`src/rtl/wb_port_arbiter.sv`:
```
// rtl/wb_port_arbiter.sv - register-file write-port arbiter: priority pipeline write-back plus a FIFO-buffered late-result source
module wb_port_arbiter #(
  parameter int DEPTH        = 4,
  parameter int STARVE_LIMIT = 8
) (
  input  logic        clk,
  input  logic        rst,
  input  logic        pipe_valid,
  input  logic [4:0]  pipe_addr,
  input  logic [31:0] pipe_data,
  input  logic        late_valid,
  output logic        late_ready,
  input  logic [4:0]  late_addr,
  input  logic [31:0] late_data,
  output logic        rf_we,
  output logic [4:0]  rf_waddr,
  output logic [31:0] rf_wdata,
  output logic [31:0] busy_mask,
  output logic        wb_stall
);

  localparam int AW = $clog2(DEPTH);
  localparam logic [AW:0] FULL_CNT = (AW+1)'(DEPTH);
  localparam logic [7:0]  LIMIT    = 8'(STARVE_LIMIT);

  logic [4:0]    fifo_addr_q [DEPTH];
  logic [31:0]   fifo_data_q [DEPTH];
  logic [AW-1:0] wr_ptr_q, wr_ptr_d;
  logic [AW-1:0] rd_ptr_q, rd_ptr_d;
  logic [AW:0]   count_q, count_d;
  logic [7:0]    starve_q, starve_d;
  logic          stall_q, stall_d;
  logic          rf_we_q, rf_we_d;
  logic [4:0]    rf_waddr_q, rf_waddr_d;
  logic [31:0]   rf_wdata_q, rf_wdata_d;

  logic fifo_nonempty;
  logic pipe_win;
  logic push;
  logic pop;

  assign late_ready    = !rst && (count_q != FULL_CNT);
  assign fifo_nonempty = (count_q != '0);
  assign pipe_win      = pipe_valid && (pipe_addr != 5'd0);
  // Writes to r0 complete the handshake but are never stored.
  assign push          = late_valid && late_ready && (late_addr != 5'd0);
  assign pop           = !pipe_win && fifo_nonempty;

  always_comb begin
    wr_ptr_d   = wr_ptr_q;
    rd_ptr_d   = rd_ptr_q;
    count_d    = count_q;
    starve_d   = starve_q;
    stall_d    = stall_q;
    rf_we_d    = 1'b0;
    rf_waddr_d = rf_waddr_q;
    rf_wdata_d = rf_wdata_q;

    if (push) wr_ptr_d = wr_ptr_q + AW'(1);
    if (pop)  rd_ptr_d = rd_ptr_q + AW'(1);
    if (push && !pop)      count_d = count_q + (AW+1)'(1);
    else if (!push && pop) count_d = count_q - (AW+1)'(1);

    if (pipe_win) begin
      rf_we_d    = 1'b1;
      rf_waddr_d = pipe_addr;
      rf_wdata_d = pipe_data;
    end else if (pop) begin
      rf_we_d    = 1'b1;
      rf_waddr_d = fifo_addr_q[rd_ptr_q];
      rf_wdata_d = fifo_data_q[rd_ptr_q];
    end

    // Counter saturates so a very long pipeline burst cannot wrap it.
    if (pop || !fifo_nonempty) starve_d = 8'd0;
    else if (starve_q != 8'hFF) starve_d = starve_q + 8'd1;

    if (pop) stall_d = 1'b0;
    else if (starve_d == LIMIT) stall_d = 1'b1;
  end

  always_ff @(posedge clk) begin
    if (rst) begin
      wr_ptr_q   <= '0;
      rd_ptr_q   <= '0;
      count_q    <= '0;
      starve_q   <= '0;
      stall_q    <= 1'b0;
      rf_we_q    <= 1'b0;
      rf_waddr_q <= '0;
      rf_wdata_q <= '0;
    end else begin
      wr_ptr_q   <= wr_ptr_d;
      rd_ptr_q   <= rd_ptr_d;
      count_q    <= count_d;
      starve_q   <= starve_d;
      stall_q    <= stall_d;
      rf_we_q    <= rf_we_d;
      rf_waddr_q <= rf_waddr_d;
      rf_wdata_q <= rf_wdata_d;
    end
  end

  always_ff @(posedge clk) begin
    if (push) begin
      fifo_addr_q[wr_ptr_q] <= late_addr;
      fifo_data_q[wr_ptr_q] <= late_data;
    end
  end

  // An entry at slot i is live when its distance from the head is below the count.
  always_comb begin
    busy_mask = '0;
    for (int i = 0; i < DEPTH; i++) begin
      if ({1'b0, AW'(AW'(i) - rd_ptr_q)} < count_q) busy_mask[fifo_addr_q[i]] = 1'b1;
    end
    if (rf_we_q) busy_mask[rf_waddr_q] = 1'b1;
    busy_mask[0] = 1'b0;
  end

  assign rf_we    = rf_we_q;
  assign rf_waddr = rf_waddr_q;
  assign rf_wdata = rf_wdata_q;
  assign wb_stall = stall_q;

endmodule

```
`config.mk`:
```
export PLATFORM = sky130hd
export DESIGN_NAME = wb_port_arbiter
export DESIGN_NICKNAME = d
export VERILOG_FILES = /design/src/rtl/wb_port_arbiter.sv
export SDC_FILE = /design/constraint.sdc
export NUM_CORES = 1
export LEC_CHECK = 0
export CORE_MARGIN = 4
export CORE_UTILIZATION = 30
export CTS_BUF_LIST = sky130_fd_sc_hd__clkbuf_8 sky130_fd_sc_hd__clkbuf_16
export CTS_CLUSTER_SIZE = 16
export DETAILED_ROUTE_END_ITERATION = 8
export PLACE_DENSITY = 0.55
export SLEW_MARGIN = 10
export SYNTH_ARGS = -nofsm -noshare
export SYNTH_HDL_FRONTEND = slang
export SYNTH_SLANG_ARGS = --single-unit
```
`constraint.sdc`:
```
create_clock -name clk -period 3.9 [get_ports clk]
set_input_delay 0.975 -clock clk [delete_from_list [all_inputs] [get_ports clk]]
set_output_delay 0.975 -clock clk [all_outputs]
set_load 0.005 [all_outputs]
```
== Yosys cells after proc, flatten, opt, wreduce, memory -nomap -nowiden ==
Memory sizes are Yosys's and may differ from the RTL's. A register that Yosys moved wholly into a read port is not among the register bits.
Index checks and enable logic that the tools add are counted.
Word-level totals
  output and inout port bits: 72
  bits in writable memories: 148
  memories: 2
  register bits: 54
  logic and storage cells: 95
  input bits: 78
Cells by class
  reductions and logical operators: 24
  mux-type cells: 31
  add/sub/neg operators: 9
  bitwise gates (word level): 4
  equal/unequal tests: 3
  $lt $le $gt $ge: 14
Memory list
  fifo_data_q: depth 4, width 32, rd ports 1, clocked after Yosys merged registers in 1, write ports 1, RTL line 27  | logic [31:0] fifo_data_q [DEPTH];
  fifo_addr_q: depth 4, width 5, rd ports 5, clocked after Yosys merged registers in 1, write ports 1, RTL line 26  | logic [4:0] fifo_addr_q [DEPTH];
Operator list (number)
  2-to-1 mux 32 bit: 7
  OR 32 bit: 4
  less-than comparator 5 x 6 -> 1 bit (second input constant): 5
  demux 1 bit (select 5 bit): 5
  greater-or-equal comparator 5 x 1 -> 1 bit (second input constant): 5
  2-to-1 mux 8 bit: 2
  logical AND 1 bit: 12
  less-than comparator 2 x 3 -> 1 bit: 4
  2-to-1 mux 5 bit: 2
  nonzero test 5 bit: 2
  2-to-1 mux 1 bit: 9
  adder 8 x 1 -> 8 bit (second input constant): 1
  == test 8 x 4 -> 1 bit (second input constant): 1
  2-to-1 mux 2 bit: 4
  inequality test 8 bit (second input constant): 1
  2-to-1 mux 3 bit: 2
  zero test 1 bit: 5
  adder 2 x 1 -> 2 bit (second input constant): 2
  nonzero test 2 bit: 2
  subtractor 1 x 2 -> 2 bit (first input constant): 2
  subtractor 2 bit (first input constant): 2
  adder 3 x 1 -> 3 bit (second input constant): 1
  inequality test 3 bit (second input constant): 1
  nonzero test 3 bit: 1
  3 further kinds: 3

== Depth between registers and ports, before layout ==
An unclocked memory read counts as a cell.
  depth in word-level cells: 14
  depth in mapped cells: 11
  depth with buffers taken out: 9

== Worst setup path before layout ==
OpenSTA, ideal clock, no wires.
  path type: reg-to-output
  from: register rd_ptr_q[0]
  to: output busy_mask[22]
  path buffers: 1
  arrival: 2.056 ns
  data required time: 2.925 ns
  cell stages (with the launch flop): 9
  path slack: 0.869 ns
  cells stage by stage: dfxtp_1 buf_4 xnor2_1 inv_1 ha_1 nor2b_2 a2111oi_0 a22oi_1 nand3_1
On the way
  word-level cells in the longest chain between the ends: 11
  elaborated cells between the ends (all ways): 17
  those cells by class: add/sub: 4; order compare: 4; mux: 5; bitwise: 4
RTL lines
  start, declared: RTL line 29  | logic [AW-1:0] rd_ptr_q, rd_ptr_d;
  start signal, assigned: RTL line 94  | rd_ptr_q <= rd_ptr_d;
  subtractor 1 x 2 -> 2 bit: RTL line 115  | if ({1'b0, AW'(AW'(i) - rd_ptr_q)} < count_q) busy_mask[fifo_addr_q[i]] = 1'b1;
  less-than comparator 2 x 3 -> 1 bit: RTL line 115
  2-to-1 mux 32 bit: RTL line 115
  OR 32 bit (no source line)
  2-to-1 mux 32 bit: RTL line 115
  OR 32 bit (no source line)
  2-to-1 mux 32 bit: RTL line 115
  OR 32 bit (no source line)
  2-to-1 mux 32 bit *: RTL line 115
  OR 32 bit (no source line)
  2-to-1 mux 32 bit *: RTL line 117  | if (rf_we_q) busy_mask[rf_waddr_q] = 1'b1;
  end, declared: RTL line 18  | output logic [31:0] busy_mask,
Every way passes the cells marked *; elsewhere a longest branch is shown, timed or not.

== Final worst setup path ==
  from: register rd_ptr_q[1]
  to: output busy_mask[11]
The elaborated chain is that of the path after synthesis.

==> results.md <==
* Overflow after GRT at 0
* Critical Path End Type: primary output
* Skew-Pair Late Insertion Delay at 0.49 ns
* Final Hold Fails at 0
* Register area at 5570 µm²
* Area Growth Syn to Fin at 30.9%
* CTS sink cnt at 204
* Post-synthesis cell count at 802
* Hold EP: wb_stall$_SDFFE_PP0N_
* Top cells by area, synth: edfxtp_1, dfxtp_1, mux4_2, a211oi_1, nand2_1
* FF-to-FF End: count_q[2]$_SDFFE_PP0P_
* Hold path cells at 2
* DRC at 0
* HPWL after detailed placement at 20.2 mm
* DR WL/cell at 21.4 µm
* Least-Margin Pin Slew at 1.10 ns
* Fin nets at 1,043
* Ys async rst share at 0%
* Register clock-pin slew on the reported worst setup and hold paths at 0.06 ns
* Critical R2R Launch: count_q[0]$_SDFFE_PP0P_
* Initial core utilization at 30.5%
* Slowest cell on crit path: clkdlybuf4s50_1
* EDFF count, synth at 148
* Worst rel slew slack at 26.6%
* Setup-failing EPs final at 0
* Largest net degree at the start of global routing at 43
* Global Route Usage Sum at 15.9%
* Pre-antenna DRT Iters at 6
* H-tree levels at 1
* Worst r2r path cells at 9
* Most common cell after layout, fill and taps aside: edfxtp_1
* Via-to-Cell Ratio at 5.46
* Vias in the first global route at 7,501
* Highest Clock Rate at 0.262 GHz
* DR iter-0 viols at 645
* Synth Register Bits at 204
* TritonCTS Buffers at 22
* Vias at 7,489
* Leak Pwr at 4.36 nW
* Num rows at 65
* Max-slew violations at 0
* Top cell type's share of synthesized area at 45.9%
* ANT nets after route at 0
* Total power draw at 6.75 mW
* Mapped Area at 9670 µm²
* Final min period at 3.81 ns
* Avg Inst Size Synth at 12.1 µm²
* PortBufs at 148
* Top delay family on crit path: buffers and inverters
* Post-synth top flop: edfxtp_1
* Crit-path max cell delay at 0.51 ns
* ANT cells at 0
* Crit path kind: flip-flop to primary output
* Die area at 35,200 µm²
* Most frequent cells in the layout: edfxtp_1, clkdlybuf4s50_1, nand2_1, nor2_1, dfxtp_1
* Area leader, netlist: edfxtp_1
* WP data arrival at 2.84 ns
* Crit-path cells: xnor2_2, inv_1, ha_1, nor2b_4, a2111oi_4, buf_4, a32oi_1, nand4_1, clkdlybuf4s50_1
* HP Class: flip-flop to flip-flop
* CTS max path bufs at 3
* Global-route wire length before repair at 44.8 mm
* Unique masters post-synth at 67
* Crit-path max FO at 8
* RSZ-0062 raised after global routing: true
* Tcrit/Tclk final at 97.7%
* Flop2flop setup slack at 1.13 ns
* Area of the multi-input gates at 3970 µm²
* Die width at 188 µm
* Final clock skew at 0.0157 ns
* Net count after synthesis at 891
* PwrDens at 533 nW/µm²
* Worst setup SP type: flip-flop
* Routed wire length at 29.3 mm
* Peak VDD IR at 306 µV
* Die H at 188 µm
* CTS tree: built
* Max cap viols at 0
* Worst path required time at 2.92 ns
* Worst Hold Launch: wb_stall$_SDFFE_PP0N_
* Core footprint at 31,700 µm²
* Share of layout cells above drive strength 1 at 15.8%
* Sequential area share after synthesis at 57.5%
* CP Buf/Inv Count at 3
* Root Driver: clkbuf_16
* # IOs at 150
* Yosys warns at 0
* Placer Congestion at 0.877
* Initial antenna violation count at 4
* Final Core Density at 39.9%
* Filler cell count at 3,015
* Status: finished clean
## area by class of cell
| class | instances | share of cell area (%) |
|---|---|---|
| sequential | 204 | 44.0 |
| multi-input combinational | 521 | 31.4 |
| timing repair buffer | 190 | 14.6 |
| clock buffer | 24 | 4.65 |
| tap | 402 | 3.97 |
| clock inverter | 16 | 0.978 |
| inverter | 15 | 0.445 |
## cell usage after synthesis (6+ instances only)
| library cell | count |
|---|---|
| edfxtp_1 | 148 |
| nand2_1 | 69 |
| nor2_1 | 65 |
| dfxtp_1 | 56 |
| a21oi_1 | 46 |
| clkbuf_1 | 45 |
| a211oi_1 | 43 |
| mux4_2 | 37 |
| nand3_1 | 36 |
| nand4_1 | 36 |
| nor2b_1 | 21 |
| a22oi_1 | 20 |
| inv_1 | 15 |
| a32oi_1 | 12 |
| and3_1 | 12 |
| nand2b_1 | 11 |
| ha_1 | 10 |
| buf_2 | 9 |
| nor3b_1 | 7 |
| a31oi_1 | 6 |
| or3_1 | 6 |
## cell families (layout without fill, tap and decap cells)
group,Yosys count,count (layout),share of synthesized area (%)
adders and majority gates,11,11,1.50
DFF,204,204,57.5
AOI/OAI and AO/OA,164,164,12.1
buffers and inverters,77,245,3.34
and+or+nand+nor,298,298,16.0
xor gates and xnor gates,6,6,0.543
muxes,41,41,9.04
other,1,1,0.0388
## registers in the layout (all words and copies together) (netlist names), named ones only
signal and cells:
count_q 3, fifo_addr_q 20, fifo_data_q 128, rd_ptr_q 2, rf_waddr 5, rf_wdata 32
rf_we 1, starve_q 8, wb_stall 1, wr_ptr_q 2
## worst min-delay path, stage by stage, from the launching register on
cell and delay [ns]:
dfxtp_1 0.32, inv_1 0.05, a211oi_1 0.05
## power breakdown
group | switching [mW] | internal (mW) | total, mW
Clock | 0.803 | 1.22 | 2.02
Combinational | 1.08 | 0.921 | 2.00
Sequential | 0.212 | 2.52 | 2.73
## routing by layer
| layer | global-route usage, % | share of wire (%) | routed length [µm] |
|---|---|---|---|
| met1 | 21.1 | 43 | 12600 |
| met2 | 25.8 | 46 | 13400 |
| met3 | 4.78 | 8.8 | 2570 |
| met4 | 4.09 | 2.5 | 723 |
| met5 | 0 | 0.19 | 57 |
## timing repair
item                                    CTS  global route
hold buffers                              0             0
endpoints found under the setup margin   31            29
buffers inserted                          1             1
resized for setup                        20            29
pin swaps                                 3            14
## how the worst max path moves through the flow
stage | end | slack, ns | cells past startpoint | start
global route | busy_mask[3] | -0.02 | 9 | rd_ptr_q[1]$_SDFFE_PP0P_
CTS | busy_mask[11] | -0.03 | 9 | rd_ptr_q[0]$_SDFFE_PP0P_
finish | busy_mask[11] | 0.09 | 9 | rd_ptr_q[1]$_SDFFE_PP0P_
global placement | count_q[2]$_SDFFE_PP0P_ | 0.28 | 10 | late_addr[0]
detailed placement | count_q[2]$_SDFFE_PP0P_ | 0.25 | 10 | late_addr[0]
floorplan | busy_mask[22] | 0.87 | 8 | rd_ptr_q[0]$_SDFFE_PP0P_
## stage by stage
stage	worst slack (ns)	std cells	instance area, µm²	hold slack (ns)	TNS [ns]
6_report	0.0885	1372	12700	0.467	0
2_1_floorplan	0.869	802	9670	0.455	0
5_1_grt	-0.0248	1372	12700	0.511	-0.0281
3_5_place_dp	0.246	1330	11700	0.466	0
4_1_cts	-0.0256	1371	12500	0.475	-0.101
3_3_place_gp	0.284	1330	11700	0.462	0
Power figures use the tool's default switching activity.
